==> src/rtl/wb_register_file.sv <==
// Architectural register file at the end of the write-back path.
// Two combinational read ports with same-cycle write-first bypass, a debug
// read port showing committed state only, and a committed-write counter.
// Register 0 reads as zero on every port and is never written.
module wb_register_file #(
   parameter int unsigned DATA_W   = 32,
   parameter int unsigned ADDR_W   = 5,
   parameter int unsigned NUM_REGS = 32
) (
   input  logic              i_clk,
   input  logic              i_rst,
   input  logic              i_wb_en,
   input  logic [ADDR_W-1:0] i_wb_addr,
   input  logic [DATA_W-1:0] i_wb_data,
   input  logic [ADDR_W-1:0] i_rs_addr,
   input  logic [ADDR_W-1:0] i_rt_addr,
   output logic [DATA_W-1:0] o_rs_data,
   output logic [DATA_W-1:0] o_rt_data,
   input  logic [ADDR_W-1:0] i_dbg_addr,
   output logic [DATA_W-1:0] o_dbg_data,
   output logic [31:0]       o_wb_count
);

   logic [DATA_W-1:0] r_regs [NUM_REGS];
   logic [31:0]       r_wb_count;
   logic              w_commit;

   // A write commits only outside reset and never to r0.
   assign w_commit = i_wb_en && (i_wb_addr != '0) && !i_rst;

   // Read priority: r0 -> zero, then same-cycle bypass, then stored value.
   // The bypass is deliberately not gated by reset.
   function automatic logic [DATA_W-1:0] f_read(input logic [ADDR_W-1:0] addr);
      if (addr == '0) begin
         return '0;
      end else if (i_wb_en && (i_wb_addr == addr)) begin
         return i_wb_data;
      end else begin
         return r_regs[addr];
      end
   endfunction

   // Array and counter update: reset clears everything and drops any write.
   always_ff @(posedge i_clk) begin
      if (i_rst) begin
         r_regs     <= '{default: '0};
         r_wb_count <= '0;
      end else if (w_commit) begin
         r_regs[i_wb_addr] <= i_wb_data;
         r_wb_count        <= r_wb_count + 32'd1;
      end
   end

   // Combinational read ports for decode and debug.
   always_comb begin
      o_rs_data  = f_read(i_rs_addr);
      o_rt_data  = f_read(i_rt_addr);
      o_dbg_data = (i_dbg_addr == '0) ? '0 : r_regs[i_dbg_addr];
   end

   assign o_wb_count = r_wb_count;

endmodule

==> config.mk <==
export PLATFORM = sky130hd
export DESIGN_NAME = wb_register_file
export DESIGN_NICKNAME = d
export VERILOG_FILES = /design/src/rtl/wb_register_file.sv
export SDC_FILE = /design/constraint.sdc
export NUM_CORES = 2
export LEC_CHECK = 0
export CAP_MARGIN = 40
export CORE_MARGIN = 3
export CORE_UTILIZATION = 42
export CTS_CLUSTER_DIAMETER = 50
export CTS_CLUSTER_SIZE = 16
export DETAILED_ROUTE_END_ITERATION = 8
export HOLD_SLACK_MARGIN = 0.02
export PLACE_DENSITY_LB_ADDON = 0.05
export SKIP_LAST_GASP = 1
export SLEW_MARGIN = 15
export SYNTH_ARGS = -nofsm -noshare
export SYNTH_HDL_FRONTEND = slang
export SYNTH_SLANG_ARGS = --single-unit
==> constraint.sdc <==
create_clock -name i_clk -period 2.8 [get_ports i_clk]
set_input_delay 0.42 -clock i_clk [delete_from_list [all_inputs] [get_ports i_clk]]
set_output_delay 0.42 -clock i_clk [all_outputs]
set_load 0.03 [all_outputs]
==> flow_summary.ini <==
[clock_tree]
cts_buffer_depth = 3
cts_sinks = 1056
cts_tree = done
clkTransAtPathRegs_ns = 0.06
h-tree-depth = 4
worstSkewPairLatency_ns = 0.79
root_buffer = clkbuf_16
cts_buffers = 144

[synthesis]
synth_area_leader_cell = dfxtp_1
yosys.cell_count.top_type = nand2_1
ys_types = 62
synth_area_um2 = 61700
syn-num-nets = 6764
avgSynthCellArea_um2 = 9.20
ys_warn_count = 0
synth-edff-count = 0
synthFlopType = dfxtp_1
synth-async-reset-ratio = 0
ys_seq_area_frac = 0.342
syn_inst = 6708
synth_common_cells = 2093 x nand2_1, 1066 x a21oi_1, 1056 x dfxtp_1
synth_top_area_share = 0.342
yosys-top-cells-area = dfxtp_1 34%, mux4_2 29%, nand2_1 13%
ys_seq_elements = 1056

[route]
wl_per_cell_um = 36.1
first_pass_iters = 6
num_vias = 62652
wl_mm = 334
drt_iter0_markers = 10767
drc = 0
postRouteAntennaNets = 0
viasPerCell = 6.76

[placement]
io_buffers = 182
routabilityCongestion = 0.977
placed_area_um2 = 73200
dpl.hpwl_mm = 223

[grt]
grt_max_degree = 196
track_usage = 0.431
grt_pass1_wl_mm = 461
grt_pass1_vias = 58224
overflow = 0
antenna_found_initial = 23

[floorplan]
num_rows = 140
start_util = 0.424
die-area_um2 = 152000
fp.dieW_um = 389
core-area_um2 = 146000
ios = 183
die_y_um = 389

[critical_path]
critical-path-top-delay-family = compound AO/OA/AOI/OAI gates
slowest_delay_ns = 0.44
crit_slowest_cell = mux4_2
cp.depth = 7
required_ns = 2.38
cp-start-kind = flop
critPathMaxFanout = 3
reg2reg_depth = 5
critical_path_class = reg -> out
path_buf_inv = 2
crit_chain = mux4_2 > a22o_1 > a221o_1 > a21oi_2 > buf_6 > a21oi_4 > buf_12
cp.arrival_ns = 2.72
crit_path_end_kind = output pin

[timing]
grt_setup_unrepaired = yes
setup_slack_ns = -0.340
finalCritPeriodShare = 1.12
finalClockSkew_ns = 0.00868
setup_viol = 93
slew_violations = 0
relSlewSlack = 0.136
max_freq_mhz = 318
worst_slew_pin_slew_ns = 1.30
post-route-min-period_ns = 3.14
hold_viol = 0
setup_tns_ns = -13.43

[power_and_ir_drop]
pwr-share-clk = 0.494
powerDensity_nw_per_um2 = 498
peakVddDrop_mv = 0.496
power.internal_w = 0.0294
seqPwrFrac = 0.368
power_frac_comb = 0.138
p_leak_nw = 28.1
swShare = 0.284
switchingPower_w = 0.0117

[flow_run]
drv_cap = 0

[hold_path]
worstHoldPathType = in -> reg
hold_path_depth = 4

[status]
violations = setup timing
status = finished with violations

[cells_and_area]
fin_area_um2 = 82500
nets = 7277
syn2layout_area_growth_pct = 33.7
drive_gt1_frac = 0.385
==> power by group through the flow <==
stage | Sequential [W] | Combinational (W) | Clock [W]
2_1_floorplan | 0.0155 | 0.00234 | 0
3_3_place_gp | 0.0155 | 0.00502 | 0
3_5_place_dp | 0.0155 | 0.00502 | 0
4_1_cts | 0.0151 | 0.00536 | 0.0204
5_1_grt | 0.0151 | 0.00573 | 0.0210
6_report | 0.0151 | 0.00566 | 0.0203
==> through the flow <==
| stage | setup WS, ns | utilization | hold slack [ns] | total power, W | cells |
|---|---|---|---|---|---|
| floorplan | -0.0582 | - | 0.452 | 0.0178 | 6708 |
| global placement | -0.662 | 0.502 | 0.459 | 0.0205 | 8911 |
| detailed placement | -0.691 | 0.502 | 0.469 | 0.0205 | 8912 |
| CTS | -0.343 | 0.559 | 0.383 | 0.0409 | 9228 |
| global route | -0.377 | 0.566 | 0.426 | 0.0419 | 9258 |
| finish | -0.340 | 0.566 | 0.443 | 0.0411 | 9265 |
==> cells by family (layout without fill, tap and decap cells) <==
| logic type | after synthesis | count (layout) | synth area share |
|---|---|---|---|
| AO/OA/AOI/OAI | 1437 | 1437 | 0.129 |
| flip-flops | 1056 | 1056 | 0.342 |
| XOR/XNOR | 25 | 25 | 0.00355 |
| AND/OR/NAND/NOR | 2482 | 2482 | 0.159 |
| multiplexers | 936 | 936 | 0.313 |
| buffers and inverters | 771 | 1404 | 0.0529 |
| adder cells (fa/ha/maj) | 1 | 1 | 0.000203 |
| other | 0 | 7 | 0 |
==> registers in the layout (all words and copies together) (netlist names) <==
signal	count
r_regs	1024
o_wb_count	32
==> layer usage <==
| metal | vias to the layer above | part of all wire | GRT usage |
|---|---|---|---|
| met1 | 31299 | 0.37 | 0.580 |
| li1 | 25268 | - | - |
| met5 | - | 0.00047 | 0.00287 |
| met4 | 16 | 0.076 | 0.261 |
| met3 | 1123 | 0.14 | 0.143 |
| met2 | 4946 | 0.41 | 0.600 |
==> path summary, 6_finish.rpt <==
| check | start | to | slack (ns) |
|---|---|---|---|
| min reg2reg | r_regs[282] | r_regs[282] | 0.47 |
| min | i_wb_data[29] | r_regs[605] | 0.44 |
| max reg2reg | o_wb_count[6] | o_wb_count[31] | 0.64 |
| max | r_regs[116] | o_rt_data[20] | -0.34 |
==> area by class of cell <==
type,instances,area [um2]
sequential,1056,21500
multi-input combinational,4881,39900
clock buffer,168,3880
clock inverter,98,1350
fill,12674,63200
antenna,7,17.5
inverter,46,175
tap,1917,2400
timing repair buffer,1092,13300
==> repair_timing <==
action,in CTS,in global routing
pin swaps,137,83
gates cloned,6,3
endpoints found under the setup margin,96,96
buffers inserted,71,30
gates resized for setup,692,243
hold buffers,1,0
hold endpoints to repair,21,0
==> worst min-delay path: stages <==
cell,delay (ns)
clkdlybuf4s50_1,0.45
buf_12,0.20
nand2_1,0.07
a21oi_1,0.05
==> layout by cell type, fill, tap and decap left out, types with 38 or more instances in the layout <==
cell	Yosys	layout
buf_12	0	315
buf_4	37	550
nor2_2	0	39
clkdlybuf4s50_1	0	64
mux4_2	794	794
a21oi_1	1066	1023
nor2_4	0	41
o21ai_0	99	45
nand2_1	2093	2025
mux2i_1	113	99
dfxtp_1	1056	774
o22ai_1	110	76
nand2_2	0	62
clkbuf_16	0	151
dfxtp_2	0	279
buf_6	7	116
nor2_1	182	102
nor2b_1	42	38
No activity file was read; power rests on OpenSTA's default activity.
